--- src/rtl/keypad_pkg.sv ---
// Shared definitions for the keypad ID entry block: key codes, scan FSM
// states, the 4x4 key map and small row-pattern helpers.
package keypad_pkg;

  // Key codes presented on oKEY_CODE; digits 0-9 use their own value.
  localparam logic [3:0] KEY_A    = 4'd10;
  localparam logic [3:0] KEY_B    = 4'd11;
  localparam logic [3:0] KEY_C    = 4'd12;
  localparam logic [3:0] KEY_D    = 4'd13;
  localparam logic [3:0] KEY_STAR = 4'd14;
  localparam logic [3:0] KEY_HASH = 4'd15;

  // Cycles after a column change before the two-flop synchroniser shows
  // rows belonging to the newly driven column.
  localparam int SCAN_SETTLE = 2;

  typedef enum logic [1:0] {
    ST_SCAN     = 2'd0,
    ST_DEBOUNCE = 2'd1,
    ST_HOLD     = 2'd2,
    ST_RELEASE  = 2'd3
  } scan_state_e;

  // KEY_MAP[row][col]; ascending ranges so the table reads like the keypad.
  localparam logic [0:3][0:3][3:0] KEY_MAP = {
    4'd1,     4'd2, 4'd3,     KEY_A,
    4'd4,     4'd5, 4'd6,     KEY_B,
    4'd7,     4'd8, 4'd9,     KEY_C,
    KEY_STAR, 4'd0, KEY_HASH, KEY_D
  };

  // True when exactly one active-low row is asserted.
  function automatic logic single_low(input logic [3:0] rows);
    return (rows == 4'b1110) || (rows == 4'b1101) ||
           (rows == 4'b1011) || (rows == 4'b0111);
  endfunction

  // Index of the lowest asserted (low) row.
  function automatic logic [1:0] row_of(input logic [3:0] rows);
    logic [1:0] idx;
    idx = 2'd0;
    if (!rows[3]) idx = 2'd3;
    if (!rows[2]) idx = 2'd2;
    if (!rows[1]) idx = 2'd1;
    if (!rows[0]) idx = 2'd0;
    return idx;
  endfunction

endpackage

--- src/rtl/keypad_if.sv ---
// Connection between the keypad scanner and its consumer.
// key_strobe is a one-cycle pulse qualifying key_code; there is no ready,
// the consumer must accept every strobe in the cycle it is high.
// state exposes the scan FSM for debug and checker binding.
interface keypad_if;
  import keypad_pkg::*;

  logic [3:0]  key_row;
  logic [3:0]  key_col;
  logic [3:0]  key_code;
  logic        key_strobe;
  scan_state_e state;

  modport master (input key_row, output key_col, output key_code,
                  output key_strobe, output state);
  modport slave  (output key_row, input key_col, input key_code,
                  input key_strobe, input state);
endinterface

--- src/rtl/keypad_scan.sv ---
// Keypad scanner: row synchroniser, column rotation, scan FSM and debounce.
// Emits one strobe per debounced key press, none while the key is held.
module keypad_scan
  import keypad_pkg::*;
#(
  parameter int SCAN_TICKS = 50000,
  parameter int DEB_TICKS  = 1000000
) (
  input  logic     iCLK,
  input  logic     iRST_N,
  keypad_if.master kif
);

  localparam int SW = (SCAN_TICKS > 1) ? $clog2(SCAN_TICKS) : 1;
  localparam int DW = (DEB_TICKS > 1) ? $clog2(DEB_TICKS) : 1;

  logic [3:0]    row_s1_q, row_s2_q;
  logic [3:0]    pat_q, pat_d;
  logic [3:0]    code_q, code_d;
  logic [1:0]    col_q, col_d;
  logic [SW-1:0] scan_cnt_q, scan_cnt_d;
  logic [DW-1:0] deb_cnt_q, deb_cnt_d;
  logic          strobe_q, strobe_d;
  scan_state_e   state_q, state_d;

  assign kif.key_col    = ~(4'b0001 << col_q);
  assign kif.key_code   = code_q;
  assign kif.key_strobe = strobe_q;
  assign kif.state      = state_q;

  // Two-flop synchroniser for the asynchronous, pulled-up row inputs.
  always_ff @(posedge iCLK or negedge iRST_N) begin
    if (!iRST_N) begin
      row_s1_q <= 4'hF;
      row_s2_q <= 4'hF;
    end else begin
      row_s1_q <= kif.key_row;
      row_s2_q <= row_s1_q;
    end
  end

  // Scan FSM state and counter registers.
  always_ff @(posedge iCLK or negedge iRST_N) begin
    if (!iRST_N) begin
      state_q    <= ST_SCAN;
      col_q      <= 2'd0;
      scan_cnt_q <= '0;
      deb_cnt_q  <= '0;
      pat_q      <= 4'hF;
      code_q     <= 4'd0;
      strobe_q   <= 1'b0;
    end else begin
      state_q    <= state_d;
      col_q      <= col_d;
      scan_cnt_q <= scan_cnt_d;
      deb_cnt_q  <= deb_cnt_d;
      pat_q      <= pat_d;
      code_q     <= code_d;
      strobe_q   <= strobe_d;
    end
  end

  // Next-state logic: rotate, detect a single-row press, debounce, hold, release.
  always_comb begin
    state_d    = state_q;
    col_d      = col_q;
    scan_cnt_d = scan_cnt_q;
    deb_cnt_d  = deb_cnt_q;
    pat_d      = pat_q;
    code_d     = code_q;
    strobe_d   = 1'b0;
    case (state_q)
      ST_SCAN: begin
        if (scan_cnt_q == SW'(SCAN_TICKS - 1)) begin
          scan_cnt_d = '0;
          col_d      = col_q + 2'd1;
        end else begin
          scan_cnt_d = scan_cnt_q + 1'b1;
        end
        // Rows are only trusted once the synchroniser reflects this column.
        if (scan_cnt_q >= SW'(SCAN_SETTLE) && single_low(row_s2_q)) begin
          state_d    = ST_DEBOUNCE;
          pat_d      = row_s2_q;
          col_d      = col_q;
          scan_cnt_d = '0;
          deb_cnt_d  = '0;
        end
      end
      ST_DEBOUNCE: begin
        if (row_s2_q != pat_q) begin
          state_d    = ST_SCAN;
          scan_cnt_d = '0;
        end else if (deb_cnt_q == DW'(DEB_TICKS - 1)) begin
          state_d  = ST_HOLD;
          strobe_d = 1'b1;
          code_d   = KEY_MAP[row_of(pat_q)][col_q];
        end else begin
          deb_cnt_d = deb_cnt_q + 1'b1;
        end
      end
      ST_HOLD: begin
        if (row_s2_q == 4'hF) begin
          state_d   = ST_RELEASE;
          deb_cnt_d = '0;
        end
      end
      ST_RELEASE: begin
        if (row_s2_q != 4'hF) begin
          deb_cnt_d = '0;
        end else if (deb_cnt_q == DW'(DEB_TICKS - 1)) begin
          state_d    = ST_SCAN;
          scan_cnt_d = '0;
          deb_cnt_d  = '0;
        end else begin
          deb_cnt_d = deb_cnt_q + 1'b1;
        end
      end
      default: state_d = ST_SCAN;
    endcase
  end

endmodule

--- src/rtl/keypad_id_entry.sv ---
// Keypad ID entry top: scans a 4x4 keypad and assembles a seven-digit BCD ID.
// Optional feature macro KEYPAD_BACKSPACE_EN makes D delete the last digit;
// without it D is an inert key like A-C.
module keypad_id_entry
  import keypad_pkg::*;
#(
  parameter int SCAN_TICKS = 50000,
  parameter int DEB_TICKS  = 1000000
) (
  input  logic        iCLK,
  input  logic        iRST_N,
  input  logic [3:0]  KEY_ROW,
  output logic [3:0]  KEY_COL,
  output logic [3:0]  oKEY_CODE,
  output logic        oKEY_STROBE,
  output logic [27:0] oID,
  output logic [2:0]  oDIGIT_CNT,
  output logic        oID_VALID,
  output logic        oID_ERR
);

  keypad_if kif ();

  assign kif.key_row  = KEY_ROW;
  assign KEY_COL      = kif.key_col;
  assign oKEY_CODE    = kif.key_code;
  assign oKEY_STROBE  = kif.key_strobe;

  keypad_scan #(
    .SCAN_TICKS (SCAN_TICKS),
    .DEB_TICKS  (DEB_TICKS)
  ) u_scan (
    .iCLK   (iCLK),
    .iRST_N (iRST_N),
    .kif    (kif)
  );

  logic [27:0] id_q, id_d;
  logic [2:0]  cnt_q, cnt_d;
  logic        done_q, done_d;
  logic        valid_q, valid_d;
  logic        err_q, err_d;

  assign oID        = id_q;
  assign oDIGIT_CNT = cnt_q;
  assign oID_VALID  = valid_q;
  assign oID_ERR    = err_q;

  // ID assembly registers.
  always_ff @(posedge iCLK or negedge iRST_N) begin
    if (!iRST_N) begin
      id_q    <= 28'h0;
      cnt_q   <= 3'd0;
      done_q  <= 1'b0;
      valid_q <= 1'b0;
      err_q   <= 1'b0;
    end else begin
      id_q    <= id_d;
      cnt_q   <= cnt_d;
      done_q  <= done_d;
      valid_q <= valid_d;
      err_q   <= err_d;
    end
  end

  // Act on each accepted key; done_q marks a completed ID still on display.
  always_comb begin
    id_d    = id_q;
    cnt_d   = cnt_q;
    done_d  = done_q;
    valid_d = 1'b0;
    err_d   = 1'b0;
    if (kif.key_strobe) begin
      if (kif.key_code < 4'd10) begin
        if (cnt_q < 3'd7) begin
          id_d   = {(done_q ? 24'h0 : id_q[23:0]), kif.key_code};
          cnt_d  = cnt_q + 3'd1;
          done_d = 1'b0;
        end
      end else begin
        case (kif.key_code)
          KEY_STAR: begin
            id_d   = 28'h0;
            cnt_d  = 3'd0;
            done_d = 1'b0;
          end
          KEY_HASH: begin
            if (cnt_q == 3'd7) begin
              valid_d = 1'b1;
              cnt_d   = 3'd0;
              done_d  = 1'b1;
            end else begin
              err_d = 1'b1;
            end
          end
`ifdef KEYPAD_BACKSPACE_EN
          KEY_D: begin
            if (cnt_q != 3'd0) begin
              id_d  = {4'h0, id_q[27:4]};
              cnt_d = cnt_q - 3'd1;
            end
          end
`endif
          default: ;
        endcase
      end
    end
  end

endmodule
--- config.mk ---
export PLATFORM = sky130hd
export DESIGN_NAME = keypad_id_entry
export DESIGN_NICKNAME = d
export VERILOG_FILES = /design/src/rtl/keypad_pkg.sv /design/src/rtl/keypad_if.sv /design/src/rtl/keypad_scan.sv /design/src/rtl/keypad_id_entry.sv
export SDC_FILE = /design/constraint.sdc
export NUM_CORES = 1
export LEC_CHECK = 0
export ABC_AREA = 1
export CORE_MARGIN = 1.5
export CORE_UTILIZATION = 55
export CTS_BUF_LIST = sky130_fd_sc_hd__clkbuf_8
export CTS_CLUSTER_DIAMETER = 40
export CTS_CLUSTER_SIZE = 24
export DETAILED_ROUTE_END_ITERATION = 6
export PLACE_DENSITY = 0.77
export SLEW_MARGIN = 10
export SYNTH_ARGS = -nofsm -noshare
export SYNTH_HDL_FRONTEND = slang
export SYNTH_HIERARCHICAL = 1
export SYNTH_SLANG_ARGS = --single-unit
--- constraint.sdc ---
create_clock -name iCLK -period 2.3 [get_ports iCLK]
set_input_delay 0.23 -clock iCLK [delete_from_list [all_inputs] [get_ports iCLK]]
set_output_delay 0.23 -clock iCLK [all_outputs]
set_load 0.005 [all_outputs]
# ---- After elaboration in Yosys (flattened, before gate mapping)
# Index checks and enable logic that the tools add are counted.
dict set report classes {
  n_mux 56
  n_lt_le_gt_ge 5
  n_bitwise 5
  reduce_logical 16
  eq_ne 25
  n_shift 1
  addsub 4
}
# op count
set ops {}
lappend ops {{20-bit two-way mux} 6}
lappend ops {{16-bit two-way mux} 7}
lappend ops {{28-bit two-way mux} 3}
lappend ops {{20-bit case mux with 4 select lines} 1}
lappend ops {{16-bit case mux with 3 select lines} 1}
lappend ops {{16-bit binary-select mux with 2-bit select} 1}
lappend ops {{2-bit two-way mux} 13}
lappend ops {{4-bit equality test, second input constant} 6}
lappend ops {{24-bit two-way mux} 1}
lappend ops {{20-bit by 1-bit adder with 20-bit output, second input constant} 1}
lappend ops {{20-bit equality test, second input constant} 1}
lappend ops {{16-bit by 1-bit adder with 16-bit output, second input constant} 1}
lappend ops {{16-bit equality test, second input constant} 1}
lappend ops {{16-bit by 2-bit >= comparator with 1-bit output, second input constant} 1}
lappend ops {{1-bit two-way mux} 14}
lappend ops {{4-bit AND reduction} 3}
lappend ops {{2-bit by 1-bit inequality test with 1-bit output, second input constant} 5}
lappend ops {{3-bit two-way mux} 3}
lappend ops {{3-bit AND reduction} 3}
lappend ops {{4-bit binary-select mux with 2-bit select} 1}
lappend ops {{4-bit two-way mux} 2}
lappend ops {{2-bit case mux with 4 select lines} 1}
lappend ops {{3-bit >= comparator, second input constant} 2}
lappend ops {{2-bit inequality test, second input constant} 3}
lappend ops {{other kinds (25)} 31}
dict set report totals {
  output_inout_bits 42
  input_bits 6
  elab_cells 126
  ff_bits 91
}

# ---- Logic depth before layout (Yosys ltp)
# Gate-level depths: netlist of run 1.
dict set report logic_depth {
  ltp_word 14
  ltp_mapped 14
  depth_no_buf 13
}

# ---- Modules after synthesis
# The synthesis of run 1 kept the hierarchy.
# module instances seq_area_each_um2 area_each_um2 cells_each
set modules_own_cells {}
lappend modules_own_cells {keypad_scan 1 1441.4 3827.4 559}
lappend modules_own_cells {keypad_id_entry 1 850.8 1500.2 168}

# ---- Worst setup path before layout of run 1
# Ideal clock, no wire load.
dict set report synth_path {
  kind {register -> register}
  startpoint {register u_scan.deb_cnt_q[0]}
  endpoint {register u_scan.scan_cnt_q[6]}
  stages_incl_launch_ff 12
  setup_ns 0.118
  arrival_ns 1.571
  setup_slack_ns 0.611
  t_required_ns 2.182
  period_less_slack_ns 1.689
  path_buffers 1
  path_cell_list {dfrtp_1 > ha_1 > nand3_2 > nor2_2 > nand3_2 > nand2_2 > inv_2 > nor2_8 > inv_4 > buf_6 > nand2_1 > nand2_1}
}
dict set report synth_between {
  elab_chain_cells 3
}
# item line_no
set synth_lines {}
lappend synth_lines {{from (decl)} keypad_scan.sv:22} ;# logic [DW-1:0] deb_cnt_q, deb_cnt_d;
lappend synth_lines {{from (signal assigned)} keypad_scan.sv:56} ;# deb_cnt_q <= deb_cnt_d;
lappend synth_lines {{20-bit equality test} keypad_scan.sv:110} ;# end else if (deb_cnt_q == DW'(DEB_TICKS - 1)) begin
lappend synth_lines {{2-bit by 1-bit inequality test with 1-bit output (no source line)} n/a}
lappend synth_lines {{4-bit AND reduction (no source line)} n/a}
lappend synth_lines {{to (signal assigned)} keypad_scan.sv:55} ;# scan_cnt_q <= scan_cnt_d;
lappend synth_lines {{to (decl)} keypad_scan.sv:21} ;# logic [SW-1:0] scan_cnt_q, scan_cnt_d;
# Every way passes these cells.
# A chain may end at the register's enable or synchronous reset.

# ---- Worst setup path in the final report of run 1
dict set report layout_path {
  startpoint {register u_scan.col_q[0]}
  endpoint {output port KEY_COL[2]}
}
dict set report layout_between {
  elab_chain_cells 2
}
# item line_no
set layout_lines {}
lappend layout_lines {{from (decl)} keypad_scan.sv:20} ;# logic [1:0] col_q, col_d;
lappend layout_lines {{from (signal assigned)} keypad_scan.sv:54} ;# col_q <= col_d;
lappend layout_lines {{1-bit by 2-bit left shift with 4-bit output} keypad_scan.sv:26} ;# assign kif.key_col = ~(4'b0001 << col_q);
lappend layout_lines {{4-bit inverter} keypad_scan.sv:26}
lappend layout_lines {{to (decl)} keypad_id_entry.sv:13} ;# output logic [3:0] KEY_COL,
# Every way passes these cells.

==> impl_metrics.json, run 1 <==
{
  "fin_skew_ps": 15.5,
  "synth_commonest_cells": "nand2_1 (253), dfrtp_1 (79), nor2_1 (77), nand3_1 (72), inv_1 (61)",
  "hold_path_class": "primary input to flip-flop",
  "instances_no_fill": 911,
  "fin_ws_ps": 162,
  "h-tree-depth": 3,
  "drc_errors": 0,
  "vdd_drop_max_uv": 474,
  "status": "finished, final reports clean",
  "grt_pass1_wl_um": 21500,
  "track_usage_pct": 26.3,
  "wl_met3_um": 808,
  "drt_iter0_drc": 321,
  "cp.arrival_ps": 1910,
  "vias": 5034,
  "m1WireLength_um": 5700,
  "wl_per_cell_um": 14.0,
  "drt_wl_total_um": 12800,
  "wl_met2_um": 5970,
  "drive_gt1_share_pct": 8.18,
  "critPathMaxStageDelay_ps": 490,
  "cp-end-kind": "output pin",
  "async_flop_share_pct": 100,
  "grt_pass1_vias": 4506,
  "avgSynthCellArea_um2": 7.33,
  "setup_viol": 0,
  "start_kind": "flip-flop",
  "final-hold-violation-count": 0,
  "clk-insertion-delay-late_ps": 360,
  "clock_path_buffers": 2,
  "crit_type": "flip-flop to output pin",
  "cts_setup_buffers": 0,
  "cts_hold_buf": 1,
  "place_inst": 894,
  "setup-tns-final_ps": 0,
  "final_area_um2": 6140,
  "critical_path_required_ps": 2070,
  "hpwl_um": 9160,
  "antenna_cells": 0,
  "netlist_area_um2": 5330,
  "initial_utilization_pct": 57.1,
  "rsz0062_at_grt": "no",
  "maxSlewViolCount": 0,
  "ant_nets": 0,
  "ys_top_cells_by_area": "dfrtp_1 (37%), nand2_1 (18%), nand3_1 (6.8%), dfstp_2 (5.9%), nor2_1 (5.4%)",
  "dieArea_um2": 10300,
  "postLayoutCoreUtil_pct": 65.8,
  "ys_seq_elements": 91,
  "cap_violations": 0,
  "first_pass_iters": 5,
  "min_period_ps": 2140,
  "grt.overflow.total": 0,
  "swShare_pct": 36.4,
  "dr.max_layer_used": "met4",
  "cts_tree": "yes",
  "numCtsBuffers": 9,
  "slowest_stage": "clkdlybuf4s50_1",
  "worstMarginPinSlew_ps": 715,
  "yosysSeqAreaShare_pct": 43.0,
  "cts_resized": 0,
  "clk_pin_slew_ps": 110,
  "post-place-ws_ps": 350,
  "yosys.area.top_type": "dfrtp_1",
  "grt_max_degree": 44,
  "cts-root-buf": "clkbuf_8",
  "yosys.cell_types.count": 39,
  "die_x_um": 101,
  "io_pins": 48,
  "min_period_over_period_pct": 92.9,
  "yosys.area.top_type_share_pct": 37.1,
  "power_frac_comb_pct": 25.4,
  "numPortBuffers": 47,
  "gp_congestion": 0.939,
  "synth_most_common_cell": "nand2_1",
  "net-switching-power_mw": 1.51,
  "synthCells": 727,
  "rows": 35,
  "powerDensity_nw_per_um2": 674,
  "placed_area_um2": 5910,
  "p_seq_share_pct": 44.8,
  "pwr-share-clk_pct": 29.7,
  "coreArea_um2": 9330,
  "cts_sinks": 91,
  "via_per_inst": 5.53,
  "fmax_mhz": 468,
  "cp_cell_sequence": "clkinv_1, ha_1, inv_1, clkdlybuf4s50_1",
  "p_int_mw": 2.63,
  "synth_edf_count": 0,
  "antenna_found_initial": 0,
  "ys.flop_type": "dfrtp_1",
  "syn-num-nets": 742,
  "dieHeight_um": 101,
  "critPathMaxFanout": 8,
  "p_leak_nw": 2.94,
  "timing.slew.headroom_pct": 52.3,
  "nets": 792,
  "areaGrowthSynthToFinish_pct": 15.3,
  "yosysWarningCount": 6
}
==> power by group through the flow <==
stage	combinational [mW]	sequential, mW	clock [mW]
2_1_floorplan	0.868	1.83	0
3_3_place_gp	0.985	1.87	0
3_5_place_dp	1.03	1.88	0
4_1_cts	1.04	1.85	1.27
5_1_grt	1.16	1.87	1.33
6_report	1.05	1.86	1.23
==> logic make-up after synthesis <==
logic type      after synthesis  synth area share (%)
compound gates               49                  5.64
buf+inv                      85                  7.12
simple gates                479                  39.8
fa+ha+maj                     9                  2.11
flops                        91                  43.0
xor+xnor                     14                  2.30
==> path summary, 6_finish.rpt <==
| check | startpoint | end | slack [ps] | depth (start not counted) |
|---|---|---|---|---|
| min reg2reg | u_scan/row_s1_q[3] | u_scan/row_s2_q[3] | 350 | 0 |
| max reg2reg | u_scan/scan_cnt_q[0] | u_scan/col_q[0] | 320 | 7 |
| max | u_scan/col_q[0] | KEY_COL[2] | 160 | 4 |
| min in group asynchronous | iRST_N | oID[21] | 350 | 2 |
| min | KEY_ROW[0] | u_scan/row_s1_q[0] | 270 | 1 |
| max in group asynchronous | iRST_N | u_scan/row_s1_q[2] | 1310 | 3 |
==> per-layer routing <==
layer	vias up	global-route usage, %
li1	2466	-
met1	2338	37.2
met2	204	41.7
met3	26	3.17
met4	0	10.0
met5	-	0
==> cell type report <==
| cell class | instances | area, um2 |
|---|---|---|
| Fill cell | 793 | 3190 |
| Multi-Input combinational cell | 551 | 2660 |
| Sequential cell | 91 | 2290 |
| Timing Repair Buffer | 56 | 551 |
| Inverter | 68 | 258 |
| Tap cell | 129 | 161 |
| Clock buffer | 9 | 124 |
| Clock inverter | 7 | 100 |
==> registers in the layout, summed over array words and instances (netlist names), named ones only <==
name	count
done_q	1
oDIGIT_CNT	3
oID	28
oID_ERR	1
oID_VALID	1
u_scan/col_q	2
u_scan/deb_cnt_q	20
u_scan/kif.key_code	4
u_scan/kif.key_strobe	1
u_scan/kif.state	1
u_scan/pat_q	4
u_scan/row_s1_q	4
u_scan/row_s2_q	4
u_scan/scan_cnt_q	16
==> per-stage QoR <==
stage / power, mW / hold slack [ps]
3_5_place_dp: 2.92 / 206
6_report: 4.14 / 269
5_1_grt: 4.36 / 261
3_3_place_gp: 2.86 / 200
4_1_cts: 4.16 / 251
2_1_floorplan: 2.70 / -65.6
==> worst max-delay path: cells and delay by family (launching register included) <==
family,cells,cell delay (ps)
buffers and inverters,3,810
flip-flops,1,460
adder cells (fa/ha/maj),1,270
==> layout by cell type, fill, tap and decap left out, types with 3 or more instances in the layout <==
master             n
o2111ai_1          3
o21ai_0           28
dfstp_2           12
clkbuf_8           9
o21ai_2            4
nor2_2             4
clkdlybuf4s50_1   46
xor2_1            10
xnor2_1            4
inv_1             62
dfrtp_1           79
nand2_1          253
nand4_1           44
inv_2              4
buf_4              8
ha_1               9
nand2_2            7
nor3_1            10
nor2_1            77
nand3_1           72
nand3b_1           3
Power figures use the tool's default switching activity.
==> run 2: changes to the inputs <==
Settings changed: CAP_MARGIN set to 20.
==> results of run 2 <==
The final DEF is identical to that of run 1; final timing and power are the same.
==> run 3: changes to the inputs <==
Settings changed: CAP_MARGIN 20 to 0.
==> results of run 3 <==
The final DEF is identical to that of run 1; final timing and power are the same.
